## config.mk

```make
export PLATFORM = sky130hd
export DESIGN_NAME = l1a_event_tagger
export DESIGN_NICKNAME = d
export VERILOG_FILES = /design/src/rtl/etroc2readout_pkg.sv /design/src/rtl/l1a_event_tagger_tagFifo.sv /design/src/rtl/l1a_event_tagger.sv
export SDC_FILE = /design/constraint.sdc
export NUM_CORES = 1
export LEC_CHECK = 0
export CAP_MARGIN = 20
export CORE_ASPECT_RATIO = 1.4
export CORE_MARGIN = 2
export CORE_UTILIZATION = 63
export DETAILED_ROUTE_END_ITERATION = 7
export PLACE_DENSITY = 0.83
export SLEW_MARGIN = 20
export SYNTH_ARGS = -nofsm -noshare
export SYNTH_HDL_FRONTEND = slang
export SYNTH_SLANG_ARGS = --single-unit
export TNS_END_PERCENT = 100
```

## constraint.sdc

```tcl
create_clock -name clk40 -period 8.34 [get_ports clk40]
set_input_delay 1.668 -clock clk40 [delete_from_list [all_inputs] [get_ports clk40]]
set_output_delay 1.668 -clock clk40 [all_outputs]
set_load 0.03 [all_outputs]
```

## src/rtl/etroc2readout_pkg.sv

```systemverilog
// etroc2readout_pkg: shared constants and types for the ETROC2 readout blocks
//   BC_MAX_DEFAULT : last BCID before wrap (3564 bunches per orbit)
//   BCID_W / EVT_W : bunch-counter and event-number field widths
//   syncState_t    : BCID synchronisation state
//   tag_t          : one L1A tag as stored in the tag FIFO
package etroc2readout_pkg;
  localparam int BC_MAX_DEFAULT = 3563;
  localparam int BCID_W = 12;
  localparam int EVT_W = 8;
  typedef enum logic {UNSYNC = 1'b0, SYNCED = 1'b1} syncState_t;
  typedef struct packed {
    logic [BCID_W-1:0] bcid;
    logic [EVT_W-1:0]  evt;
  } tag_t;
endpackage

```

## src/rtl/l1a_event_tagger_tagFifo.sv

```systemverilog
// tagFifo: first-word-fall-through FIFO with synchronous flush
//   clk, rstn     : clock, asynchronous active-low reset
//   flush         : empties the FIFO (wins over push/pop)
//   push, wrData  : write request and data (ignored when full unless popping)
//   pop           : remove head (ignored when empty)
//   rdData        : head entry, forced to 0 while empty
//   empty, full   : occupancy flags
module tagFifo #(
  parameter int WIDTH = 20,
  parameter int DEPTH = 8
) (
  input  logic             clk,
  input  logic             rstn,
  input  logic             flush,
  input  logic             push,
  input  logic             pop,
  input  logic [WIDTH-1:0] wrData,
  output logic [WIDTH-1:0] rdData,
  output logic             empty,
  output logic             full
);
  localparam int AW = $clog2(DEPTH);
  logic [WIDTH-1:0] mem [DEPTH];
  logic [AW:0] wrPtr, rdPtr;
  logic doPush, doPop;
  // pointers carry one extra wrap bit so full and empty are distinguishable
  assign empty = wrPtr == rdPtr;
  assign full = wrPtr == {~rdPtr[AW], rdPtr[AW-1:0]};
  assign doPop = pop && !empty;
  assign doPush = push && (!full || doPop);
  assign rdData = empty ? '0 : mem[rdPtr[AW-1:0]];
  always_ff @(posedge clk or negedge rstn)
    if (!rstn) begin
      wrPtr <= '0;
      rdPtr <= '0;
    end else if (flush) begin
      wrPtr <= '0;
      rdPtr <= '0;
    end else begin
      if (doPush) wrPtr <= wrPtr + 1'b1;
      if (doPop) rdPtr <= rdPtr + 1'b1;
    end
  always_ff @(posedge clk)
    if (doPush) mem[wrPtr[AW-1:0]] <= wrData;
endmodule

```

## src/rtl/l1a_event_tagger.sv

```systemverilog
// l1a_event_tagger: bunch counter plus L1A event tagging into a readout FIFO
//   clk40, rstn        : 40 MHz clock, asynchronous active-low reset
//   fcBCR/fcL1A/fcL1ARst : decoded fast-command strobes
//   bcidOffset         : BCID loaded on BCR (values above BC_MAX load 0)
//   rdEn               : pop request from readout
//   bcidSynced, bcid   : sync status and current bunch counter
//   tagValid/tagBCID/tagEvent : FIFO head
//   fifoFull           : FIFO holds FIFO_DEPTH entries
//   l1aDropCount       : saturating count of L1As lost to overflow,
//                        present only with L1A_DROP_COUNT_EN defined (else 0)
module l1a_event_tagger
  import etroc2readout_pkg::*;
#(
  parameter int FIFO_DEPTH = 8,
  parameter int BC_MAX = BC_MAX_DEFAULT
) (
  input  logic              clk40,
  input  logic              rstn,
  input  logic              fcBCR,
  input  logic              fcL1A,
  input  logic              fcL1ARst,
  input  logic [BCID_W-1:0] bcidOffset,
  input  logic              rdEn,
  output logic              bcidSynced,
  output logic [BCID_W-1:0] bcid,
  output logic              tagValid,
  output logic [BCID_W-1:0] tagBCID,
  output logic [EVT_W-1:0]  tagEvent,
  output logic              fifoFull,
  output logic [7:0]        l1aDropCount
);
  localparam logic [BCID_W-1:0] BC_LAST = BCID_W'(BC_MAX);
  syncState_t state, nextState;
  logic [EVT_W-1:0] eventCnt;
  logic accept, empty;
  tag_t pushTag, headTag;
  always_ff @(posedge clk40 or negedge rstn)
    if (!rstn) state <= UNSYNC;
    else state <= nextState;
  always_comb nextState = (state == UNSYNC && fcBCR) ? SYNCED : state;
  always_comb bcidSynced = state == SYNCED;
  always_ff @(posedge clk40 or negedge rstn)
    if (!rstn) bcid <= '0;
    else if (fcBCR) bcid <= bcidOffset > BC_LAST ? '0 : bcidOffset;
    else if (bcidSynced) bcid <= bcid == BC_LAST ? '0 : bcid + BCID_W'(1);
  // an L1A coincident with an event-counter reset is discarded outright
  assign accept = bcidSynced && fcL1A && !fcL1ARst;
  always_ff @(posedge clk40 or negedge rstn)
    if (!rstn) eventCnt <= '0;
    else if (fcL1ARst) eventCnt <= '0;
    else if (accept) eventCnt <= eventCnt + EVT_W'(1);
  // bcid here is still the pre-BCR value when fcBCR coincides with fcL1A
  assign pushTag = '{bcid: bcid, evt: eventCnt};
  tagFifo #(.WIDTH($bits(tag_t)), .DEPTH(FIFO_DEPTH)) uFifo (
    .clk(clk40),
    .rstn(rstn),
    .flush(fcL1ARst),
    .push(accept),
    .pop(rdEn),
    .wrData(pushTag),
    .rdData(headTag),
    .empty(empty),
    .full(fifoFull)
  );
  assign tagValid = !empty;
  assign tagBCID = headTag.bcid;
  assign tagEvent = headTag.evt;
`ifdef L1A_DROP_COUNT_EN
  logic drop;
  assign drop = accept && fifoFull && !(rdEn && tagValid);
  always_ff @(posedge clk40 or negedge rstn)
    if (!rstn) l1aDropCount <= '0;
    else if (drop && l1aDropCount != 8'hFF) l1aDropCount <= l1aDropCount + 8'd1;
`else
  assign l1aDropCount = '0;
`endif
endmodule
```

==> metrics.txt <==
Rel. slew slack 37.64%; remaining global-route overflow 0; Ys Warns 0; Area after DPL between 0.008 and 0.009 mm^2; HPWL Detailed 9817 um; Crit path required time between 6000 and 7000 ps; Max FO, Critical Path 29; Clock Tree Buf Depth 2; setup tns final 0 ps; hold path startpoint uFifo.rdPtr[3]; Design Area, Final about 0.0092 mm^2; drt drc 0; initial antenna violation count 0; Fill cells between 600 and 700; number of hold buffers added after CTS 0; clk slew on worst S/H paths roughly 60 ps; top post-synthesis cells by area edfxtp_1 (61%), mux4_2 (11%), dfrtp_1 (9.1%), mux2i_1 (3.0%), nor2_1 (1.5%); Reg2Reg Setup Slack between 5000 and 6000 ps; synthesis-to-finish area growth 16.11%; Reg2Reg Depth 5; logic gate share of total power around 18%; first-pass GRT wire length 25130 um; Yosys top cell area share around 61%; RD Place Congestion slightly below 0.9; PnR Total Power approximately 2.3 mW; io pins 61; H-tree depth 4; FF-to-FF End uFifo.mem[3][10]; Yosys cell types 46; Post-Route WL between 15000 and 20000 um; CP max-delay cell dfrtp_2; sequential cell area roughly 0.0055 mm^2; Synth Register Bits about 190; row cnt 48; clock skew 7.393 ps; final setup violation count 0; Main synth FF type edfxtp_1; mapped cell area about 0.0079 mm^2; max-cap viol count 0; WL/cell between 20 and 25 um; CP top delay family buffers and inverters; DR pass1 iterations 5; Multi-input gate area 0.002260 mm^2; Clock Latency Late Sink 420 ps; clock share of power 33.2%; CTS tree built; Fin. Hold Viols 0; Async SR Flop Fraction 15.34%; PortBufs between 50 and 60; Internal 1.658 mW; Setup crit end kind output port; placed insts 657; Initial Util roughly 64%; number of enable flip-flop cells after synthesis 160; Hold Path Class reg2reg; Critical Path Max Stage Delay a little under 1000 ps; Detail Route Antenna Nets 0; final net count 548; power per cell area 246.4 mW/mm^2; CP Launch Type flop; total CTS buffers 17; final worst slack ~3400 ps; area leader, netlist edfxtp_1; ant diodes 0; worst slew pin tran between 900 and 1000 ps; root buffer cell clkbuf_16; unrepaired setup endpoints after global routing false; switching share of power between 20 and 30%; CP Cell Sequence buf_4, mux4_2, mux2i_1, nor2_1, clkdlybuf4s50_1; post-route clock period utilization 59.16%; pre-CTS WS between 3000 and 4000 ps; reg2reg start uFifo.rdPtr[0]; Hold Path Stages 2; CP Depth 5; Core Area roughly 0.012 mm^2; Post-Synthesis Cells approximately 470; switching pwr 0.6123 mW; drt first-iter violations 280; sequential share of power between 40% and 50%; Max Fclk between 200 and 250 MHz; status finished clean; Die W 98.85 um; type of the worst setup path reg2out; hold endpoint uFifo.rdPtr[3]; DIE AREA around 0.014 mm^2; Finished Layout Cells a little under 700; Pleak 3.111 nW; worst ir drop on vdd 153.6 uV; Synth Area per Inst 17.03 um^2; CTS resizes 0; Die Y 136.8 um; CP bufs+invs 2; gr usage total about a quarter; vias in the first global route approximately 4500; share of cells above drive strength 1 18.40%; largest net degree at the start of global routing 44; Via density 6.461; minimum clock period 4934 ps; register area share after synthesis between 60% and 70%; via count between 4000 and 5000; CTS Sinks ~190; Max Slew Vio Count 0; postcts setup bufs 0; Worst Path Arrival approximately 3300 ps
cells in the final DEF (no fill, tap or decap), types with 13 or more instances in the layout:
| cell | netlist | layout |
|---|---|---|
| a21oi_1 | 13 | 13 |
| buf_4 | 8 | 13 |
| clkbuf_16 | 0 | 17 |
| clkdlybuf4s50_1 | 0 | 52 |
| dfrtp_1 | 29 | 28 |
| edfxtp_1 | 160 | 160 |
| inv_1 | 14 | 14 |
| mux2i_1 | 24 | 24 |
| mux4_2 | 40 | 40 |
| nand2_1 | 22 | 22 |
| nor2_1 | 32 | 32 |
cell usage after synthesis, types with 7 or more instances:
cell,number
edfxtp_1,160
mux4_2,40
nor2_1,32
dfrtp_1,29
mux2i_1,24
nand2_1,22
inv_1,14
a21oi_1,13
clkbuf_1,12
buf_2,11
o21ai_0,9
buf_4,8
nor3_1,7
or3_1,7
xnor2_1,7
xor2_1,7
worst reg2reg max path, cell delays in order, from the launching register on:
cell     delay [ps]
dfrtp_2         980
xor2_1          520
nor4_4          100
a21o_1          320
nor4b_2         600
buf_4           430
how the worst max path moves through the flow:
stage                         startpoint              end  slack (ps)
after CTS                 uFifo.rdPtr[0]      tagEvent[2]        3320
after global routing      uFifo.rdPtr[0]      tagEvent[2]        3140
after global placement    uFifo.rdPtr[0]      tagEvent[2]        3840
after detailed placement  uFifo.rdPtr[0]      tagEvent[2]        3780
final                     uFifo.rdPtr[0]      tagEvent[2]        3410
after floorplan                    fcL1A  uFifo.mem[3][0]        3750
cells by family after synthesis:
group	after synthesis	share of synthesized area (%)
buffers and inverters	45	2.680
adder cells (fa/ha/maj)	4	0.6307
AND/OR/NAND/NOR	103	6.733
XOR/XNOR	14	1.545
AO/OA/AOI/OAI	44	4.005
other	1	0.04726
multiplexers	66	14.66
flip-flops	189	69.69
registers in the layout (all words and copies together), names as in the netlist:
name and cells:
bcid 12, uFifo.rdPtr 4, uFifo.mem 160, eventCnt 8, bcidSynced 1, uFifo.wrPtr 4
through the flow:
| step | hold slack, ps | util [%] |
|---|---|---|
| after detailed placement | 628.6 | 70.25 |
| after CTS | 646.6 | 74.84 |
| after global placement | 583.2 | 70.25 |
| after floorplan | 558.9 | - |
| after global routing | 666.2 | 74.84 |
| final | 660.7 | 74.84 |
per-layer routing:
| layer | wire [um] | track usage (%) |
|---|---|---|
| met2 | 8967 | 44.86 |
| met4 | 380 | 9.665 |
| met5 | 0 | 0 |
| met1 | 6034 | 31.58 |
| met3 | 1045 | 5.975 |
power groups by stage:
stage | Sequential (mW) | Clock (mW) | Combinational [mW]
after global routing | 1.12 | 0.805 | 0.427
after detailed placement | 1.13 | 0 | 0.404
after CTS | 1.11 | 0.763 | 0.408
after floorplan | 1.11 | 0 | 0.281
after global placement | 1.13 | 0 | 0.398
final | 1.11 | 0.754 | 0.404
area by class of cell:
class,count,share of cell area (%)
clock buffers,21,5.215
flip-flops and latches,189,60.04
well taps,150,2.037
inverters,14,0.5703
multi-input cells,239,24.52
clock inverters,10,0.9098
repair buffers,65,6.708
No activity file was read; power rests on OpenSTA's default activity.
